### src/rtl/adder_pkg.sv
// Shared widths and the word type for the 32-bit registered adder and its lookahead groups.
package adder_pkg;

  localparam int ADDER_WIDTH = 32;
  localparam int CLA_GROUP   = 4;

  typedef logic [31:0] word_t;

endpackage

### src/rtl/cla_group.sv
// GROUP-bit carry-lookahead block: local sum bits plus group generate/propagate
// for the second-level carry unit.
module cla_group
  import adder_pkg::*;
#(
  parameter int GROUP = CLA_GROUP
) (
  input  logic [GROUP-1:0] a,
  input  logic [GROUP-1:0] b,
  input  logic             cin,
  output logic [GROUP-1:0] sum,
  output logic             G,
  output logic             P
);

  logic [GROUP-1:0] g;
  logic [GROUP-1:0] p;
  logic [GROUP-1:0] c;
  logic             c_prod;
  logic             g_prod;

  assign g = a & b;
  assign p = a ^ b;

  // Each bit carry is a flat sum of products: c[i] = cin.p[0..i-1] + sum_j g[j].p[j+1..i-1].
  always_comb begin
    c      = '0;
    c_prod = 1'b0;
    for (int i = 0; i < GROUP; i++) begin
      c_prod = cin;
      for (int k = 0; k < i; k++) begin
        c_prod = c_prod & p[k];
      end
      c[i] = c_prod;
      for (int j = 0; j < i; j++) begin
        c_prod = g[j];
        for (int k = j + 1; k < i; k++) begin
          c_prod = c_prod & p[k];
        end
        c[i] = c[i] | c_prod;
      end
    end
  end

  // Kept separate from the carry logic so G/P never depend on cin.
  always_comb begin
    G      = 1'b0;
    g_prod = 1'b0;
    for (int j = 0; j < GROUP; j++) begin
      g_prod = g[j];
      for (int k = j + 1; k < GROUP; k++) begin
        g_prod = g_prod & p[k];
      end
      G = G | g_prod;
    end
  end

  assign P   = &p;
  assign sum = p ^ c;

endmodule

### src/rtl/adder_32.sv
// Registered adder: lookahead groups, an inline second-level carry unit, and an
// output register holding sum, carry-out and signed overflow.
module adder_32
  import adder_pkg::*;
#(
  parameter int WIDTH = ADDER_WIDTH,
  parameter int GROUP = CLA_GROUP
) (
  input  logic             clk,
  input  logic             rst_n,
  input  logic [WIDTH-1:0] A,
  input  logic [WIDTH-1:0] B,
  output logic [WIDTH-1:0] S,
  output logic             Cout,
  output logic             Ovf
);

  localparam int NGROUPS = WIDTH / GROUP;

  logic [NGROUPS-1:0] grp_g;
  logic [NGROUPS-1:0] grp_p;
  logic [NGROUPS:0]   grp_c;
  logic               carry_in;
  logic               l2_prod;
  logic [WIDTH-1:0]   sum_comb;

  logic [WIDTH-1:0]   s_d, s_q;
  logic               cout_d, cout_q;
  logic               ovf_d, ovf_q;

  assign carry_in = 1'b0;

  for (genvar gi = 0; gi < NGROUPS; gi++) begin : g_grp
    cla_group #(
      .GROUP(GROUP)
    ) u_grp (
      .a  (A[gi*GROUP +: GROUP]),
      .b  (B[gi*GROUP +: GROUP]),
      .cin(grp_c[gi]),
      .sum(sum_comb[gi*GROUP +: GROUP]),
      .G  (grp_g[gi]),
      .P  (grp_p[gi])
    );
  end

  // Group carry-ins from group G/P; grp_c[NGROUPS] is the carry out of the MSB.
  always_comb begin
    grp_c   = '0;
    l2_prod = 1'b0;
    for (int i = 0; i <= NGROUPS; i++) begin
      l2_prod = carry_in;
      for (int k = 0; k < i; k++) begin
        l2_prod = l2_prod & grp_p[k];
      end
      grp_c[i] = l2_prod;
      for (int j = 0; j < i; j++) begin
        l2_prod = grp_g[j];
        for (int k = j + 1; k < i; k++) begin
          l2_prod = l2_prod & grp_p[k];
        end
        grp_c[i] = grp_c[i] | l2_prod;
      end
    end
  end

  assign s_d    = sum_comb;
  assign cout_d = grp_c[NGROUPS];
  assign ovf_d  = (A[WIDTH-1] == B[WIDTH-1]) && (sum_comb[WIDTH-1] != A[WIDTH-1]);

  always_ff @(posedge clk or negedge rst_n) begin
    if (!rst_n) begin
      s_q    <= '0;
      cout_q <= 1'b0;
      ovf_q  <= 1'b0;
    end else begin
      s_q    <= s_d;
      cout_q <= cout_d;
      ovf_q  <= ovf_d;
    end
  end

  assign S    = s_q;
  assign Cout = cout_q;
  assign Ovf  = ovf_q;

endmodule

### config.mk
export PLATFORM = sky130hd
export DESIGN_NAME = adder_32
export DESIGN_NICKNAME = d
export VERILOG_FILES = /design/src/rtl/adder_pkg.sv /design/src/rtl/cla_group.sv /design/src/rtl/adder_32.sv
export SDC_FILE = /design/constraint.sdc
export NUM_CORES = 1
export LEC_CHECK = 0
export BUFFER_PORTS_ARGS = -buffer_cell sky130_fd_sc_hd__buf_2
export CORE_MARGIN = 3
export CORE_UTILIZATION = 35
export CTS_CLUSTER_DIAMETER = 200
export DETAILED_ROUTE_END_ITERATION = 10
export MAX_ROUTING_LAYER = met4
export PLACE_DENSITY = 0.66
export SKIP_CTS_REPAIR_TIMING = 1
export SLEW_MARGIN = 20
export SYNTH_ARGS = -nofsm -noshare
export SYNTH_HDL_FRONTEND = slang
export SYNTH_SLANG_ARGS = --single-unit
### constraint.sdc
create_clock -name clk -period 0.8 [get_ports clk]
set_clock_uncertainty 0.2 [all_clocks]
set_input_delay 0.08 -clock clk [delete_from_list [all_inputs] [get_ports clk]]
set_output_delay 0.08 -clock clk [all_outputs]
set_load 0.01 [all_outputs]
# After elaboration in Yosys (flattened, before gate mapping)
# Index checks and enable logic that the tools add are counted.
totals:
  reg_bits: 34
  in_bits: 66
  output_inout_bits: 34
  word_cells: 231
op_classes:
  eq_ne: 2
  bitwise_logic: 218
  reduce_logical: 8
ops:
  columns: ["cell", "count"]
  rows:
  - ["1-bit AND", 97]
  - ["1-bit OR", 97]
  - ["4-bit XOR", 16]
  - ["4-bit AND", 8]
  - ["4-bit AND reduction", 7]
  - ["1-bit equality test", 1]
  - ["1-bit logical AND", 1]
  - ["1-bit != test", 1]

# Logic depth before layout (Yosys ltp)
depth:
  word_depth: 28
  depth_mapped: 13
  mapped_depth_nobuf: 13

# By module
# Synthesis repeated with hierarchy kept, for this count alone.
unflattened:
  cells_unflattened: 242
  area_unflattened_um2: 2393.5
by_module_without_submodules:
  columns: ["mod", "n_inst", "cells_per_inst", "area_per_inst_um2", "seq_area_each_um2"]
  rows:
  - ["cla_group (g_grp[2].u_grp ...)", 6, 24, 177.7, 0.0]
  - ["adder_32", 1, 55, 984.7, 850.8]
  - ["cla_group (g_grp[1].u_grp)", 1, 23, 180.2, 0.0]
  - ["cla_group (g_grp[0].u_grp)", 1, 20, 162.7, 0.0]

# Least setup slack after synthesis
# No wires, ideal clock.
synth_path:
  path_type: "input -> register"
  startpoint: "in A[1]"
  endpoint: "reg ovf_q (netlist: Ovf)"
  setup_time_ns: 0.120
  t_arrival_ns: 2.376
  required_ns: 0.480
  setup_slack_ns: -1.896
  cell_stages: 13
  n_path_buf: 0
  path_cell_list: "ha_1 -> ha_1 -> o211ai_1 -> a2111oi_1 -> a211o_2 -> a21oi_2 -> a21oi_2 -> ha_1 -> o21a_1 -> o21a_1 -> nor2_1 -> xor2_1 -> nor2_1"
synth_between:
  elab_chain_len: 28
  word_cells_on_any_way: 31
  classes_between: "eq/ne: 1; bitwise: 29; reduce/logical: 1"
synth_lines:
  columns: ["item", "line", "text"]
  rows:
  - ["start, declared", "adder_32.sv:11", "input logic [WIDTH-1:0] A,"]
  - ["4-bit XOR", "cla_group.sv:23", "assign p = a ^ b;"]
  - ["1-bit AND (3 in series)", "cla_group.sv:52", "g_prod = g_prod & p[k];"]
  - ["1-bit OR * (3 in series)", "cla_group.sv:54", "G = G | g_prod;"]
  - ["1-bit AND * (6 in series)", "adder_32.sv:59", "l2_prod = l2_prod & grp_p[k];"]
  - ["1-bit OR * (6 in series)", "adder_32.sv:61", "grp_c[i] = grp_c[i] | l2_prod;"]
  - ["1-bit AND * (3 in series)", "cla_group.sv:32", "c_prod = c_prod & p[k];"]
  - ["1-bit OR * (3 in series)", "cla_group.sv:40", "c[i] = c[i] | c_prod;"]
  - ["4-bit XOR *", "cla_group.sv:59", "assign sum = p ^ c;"]
  - ["1-bit != test *", "adder_32.sv:68", "assign ovf_d = (A[WIDTH-1] == B[WIDTH-1]) && (sum_comb[WIDTH-1] != A[WIDTH-1]);"]
  - ["1-bit logical AND *", "adder_32.sv:68", null]
  - ["net ovf_d", "adder_32.sv:29", "logic ovf_d, ovf_q;"]
  - ["end signal, assigned", "adder_32.sv:78", "ovf_q <= ovf_d;"]
  - ["end, declared", "adder_32.sv:29", null]
# The timed path passes the listed nets; every way through them passes the cells marked *.

# Final worst setup path
layout_path:
  startpoint: "in B[1]"
  endpoint: "reg s_q[23] (netlist: S[23])"
layout_between:
  elab_chain_len: 22
  word_cells_on_any_way: 25
  classes_between: "bitwise: 25"
layout_lines:
  columns: ["item", "line", "text"]
  rows:
  - ["start, declared", "adder_32.sv:12", "input logic [WIDTH-1:0] B,"]
  - ["4-bit XOR", "cla_group.sv:23", null]
  - ["1-bit AND (3 in series)", "cla_group.sv:52", null]
  - ["1-bit OR * (3 in series)", "cla_group.sv:54", null]
  - ["1-bit AND * (4 in series)", "adder_32.sv:59", null]
  - ["1-bit OR * (4 in series)", "adder_32.sv:61", null]
  - ["1-bit AND * (3 in series)", "cla_group.sv:32", null]
  - ["1-bit OR * (3 in series)", "cla_group.sv:40", null]
  - ["4-bit XOR *", "cla_group.sv:59", null]
  - ["net g_grp[5].u_grp.sum[3]", "cla_group.sv:11", "output logic [GROUP-1:0] sum,"]
  - ["end signal, assigned", "adder_32.sv:72", "s_q <= '0;"]
  - ["end signal, assigned", "adder_32.sv:76", "s_q <= s_d;"]
  - ["end, declared", "adder_32.sv:27", "logic [WIDTH-1:0] s_d, s_q;"]
# Marks and branches as above.

==> metrics.cfg <==
[job]
drv_cap = 0

[clock_tree]
cts_buffer_depth = 2
cts_tree = done
cts_root_buf = clkbuf_8
numCtsBuffers = 5
cts_sinks = 34
htreeDepth = 2
clk_pin_slew_ns = 0.07

[critical_path]
critical_path_required_ns = 0.81
slowest_delay_ns = 0.34
critical_path.top_delay_family = compound AO/OA/AOI/OAI gates
path_buf_inv = 2
end_kind = flip-flop
crit_path_cell_trace = buf_8, ha_4, ha_4, o211ai_1, a2111oi_2, a211o_2, buf_6, nor2b_4, o31ai_4, ha_2, o21a_1, o21a_1, nor2_1, xnor2_1
start_kind = input pin
worstPathArrival_ns = 2.49
slowest_stage = a211o_2
path_max_fanout = 3
worstSetupPathType = in2reg

[timing]
final_max_slew_viol_count = 0
max_slew_margin_pct = 77.9
grt_setup_unrepaired = true
holdWs_ns = -0.193
period_share_pct = 310
final_hold_viol_count = 6
fmax_ghz = 0.404
post-route-min-period_ns = 2.48
tightestPinTransition_ns = 0.330
fin_ws_ns = -1.68
setup_violations = 67

[routing]
firstDrtPassIters = 4
avgViaCountPerCell = 4.73
vias = 2169
routed_wirelength_um = 5890
ant_nets = 0
wl_per_cell_um = 12.8
drtIter0Drc = 48
drcViolationCount = 0

[placed_design]
place_congestion = 0.803
place_area_sq_um = 3510
post-dp-hpwl_um = 4900
place.port_buffers = 99

[power]
p_comb_share_pct = 40.0
clkPwrFrac_pct = 25.4
p_sw_mw = 1.88
intPower_mw = 4.32
seqPwrFrac_pct = 34.5
netSwitchingFraction_pct = 30.3
p_leak_nw = 1.90
ir_drop_mv = 1.01
power.density_nw_per_um2 = 1620

[floorplan]
dieHeight_um = 86.5
start_util_pct = 37.2
die_w_um = 86.5
dieArea_sq_um = 7490
core_sq_um = 6100
pin_count = 100
rows = 28

[cells_and_area]
finalNetCount = 497
n_antenna_cell = 0
nFillCells = 513
syn_to_final_growth_pct = 68.2
drive_above_1_share_pct = 58.6
fin_util_pct = 62.6
layout_common_cells = buf_2 (90), buf_4 (69), dfrtp_1 (34)
final_area_sq_um = 3820
layout_commonest_cell = buf_2

[logic_synthesis]
ys_types = 32
syn_avg_cell_area_sq_um = 11.4
synth_ff_type = dfrtp_1
syn_area_sq_um = 2270
yosysWarningCount = 0
synth-edff-count = 0
synthCells = 199
syn_nets = 313
ys_ff_latch = 34
synthArstFlopShare_pct = 100
yosysSeqAreaShare_pct = 37.5

[status]
violations = hold timing, setup timing
status = finished with violations

[grt]
grt_pass1_vias = 2230
grt_pass1_wl_um = 9600
grt_max_degree = 19
antenna_found_initial = 0
grt_overflow = 0
gr-usage-all-layers_pct = 16.5

[hold_path]
hp-class = in2reg

==> state kept, by name (all words and copies together), names as in the netlist <==
| register | flops |
|---|---|
| S | 32 |
| Cout | 1 |
| Ovf | 1 |
==> layer usage <==
metal | share of wire (%) | track usage (%) | vias up
li1 | - | - | 1084
met1 | 41 | 19.4 | 1009
met2 | 51 | 27.7 | 66
met3 | 6.2 | 3.61 | 10
met4 | 1.9 | 5.95 | 0
met5 | 0 | - | -
==> path summary, 6_finish.rpt <==
kind / startpoint / endpoint / slack [ns] / cells past startpoint
setup / recovery: B[1] / S[23] / -1.68 / 14
hold / removal: A[0] / S[0] / -0.19 / 2
max in group asynchronous: rst_n / S[10] / 0.09 / 3
min in group asynchronous: rst_n / S[29] / 0.07 / 3
==> synth_stat cells (2+ instances only) <==
| cell | number | area (sq um) |
|---|---|---|
| ha_1 | 40 | 500 |
| or2_2 | 2 | 12.5 |
| o21ai_0 | 3 | 15.0 |
| nor2_1 | 20 | 75.1 |
| o21a_1 | 17 | 128 |
| xor2_1 | 10 | 87.6 |
| fa_1 | 8 | 160 |
| nor3_1 | 7 | 35.0 |
| xnor2_1 | 8 | 70.1 |
| a21oi_2 | 3 | 26.3 |
| dfrtp_1 | 34 | 851 |
| nand4_1 | 3 | 18.8 |
| a21o_1 | 3 | 22.5 |
| nand4_2 | 2 | 25.0 |
| nand2_1 | 9 | 33.8 |
| a21oi_1 | 14 | 70.1 |
==> per-stage QoR <==
| stage | setup slack, ns | TNS [ns] | hold slack [ns] | instances | power [mW] |
|---|---|---|---|---|---|
| floorplan | -1.81 | -39.54 | -0.416 | 199 | 3.26 |
| global placement | -1.99 | -49.52 | -0.166 | 447 | 4.41 |
| detailed placement | -2.08 | -51.50 | -0.161 | 447 | 4.48 |
| CTS | -1.77 | -50.64 | -0.477 | 455 | 6.09 |
| global route | -1.77 | -52.73 | -0.207 | 459 | 6.63 |
| finish | -1.68 | -49.66 | -0.193 | 459 | 6.20 |
==> kinds of logic after synthesis <==
| kind of cell | count (synthesis) | share of synthesized area (%) |
|---|---|---|
| fa+ha+maj | 48 | 29.1 |
| simple gates | 48 | 10.5 |
| flops | 34 | 37.5 |
| compound gates | 50 | 15.8 |
| xor+xnor | 18 | 6.95 |
| buf+inv | 1 | 0.165 |
==> power groups by stage <==
stage                     Combinational (mW)  Sequential, mW  Clock, mW
after global routing                    2.75            2.17       1.71
after CTS                               2.32            2.13       1.64
after detailed placement                2.32            2.16          0
final                                   2.48            2.14       1.58
after global placement                  2.25            2.16          0
after floorplan                        0.891            2.37          0
==> area by class of cell <==
type | count | area [sq um] | area share (%)
repair buffers | 177 | 1180 | 31.0
clock buffers | 7 | 76.3 | 2.00
clock inverters | 1 | 30.0 | 0.787
well taps | 75 | 93.8 | 2.46
flip-flops and latches | 34 | 851 | 22.3
inverters | 1 | 3.75 | 0.0983
multi-input cells | 164 | 1580 | 41.4
Power figures use the tool's default switching activity.
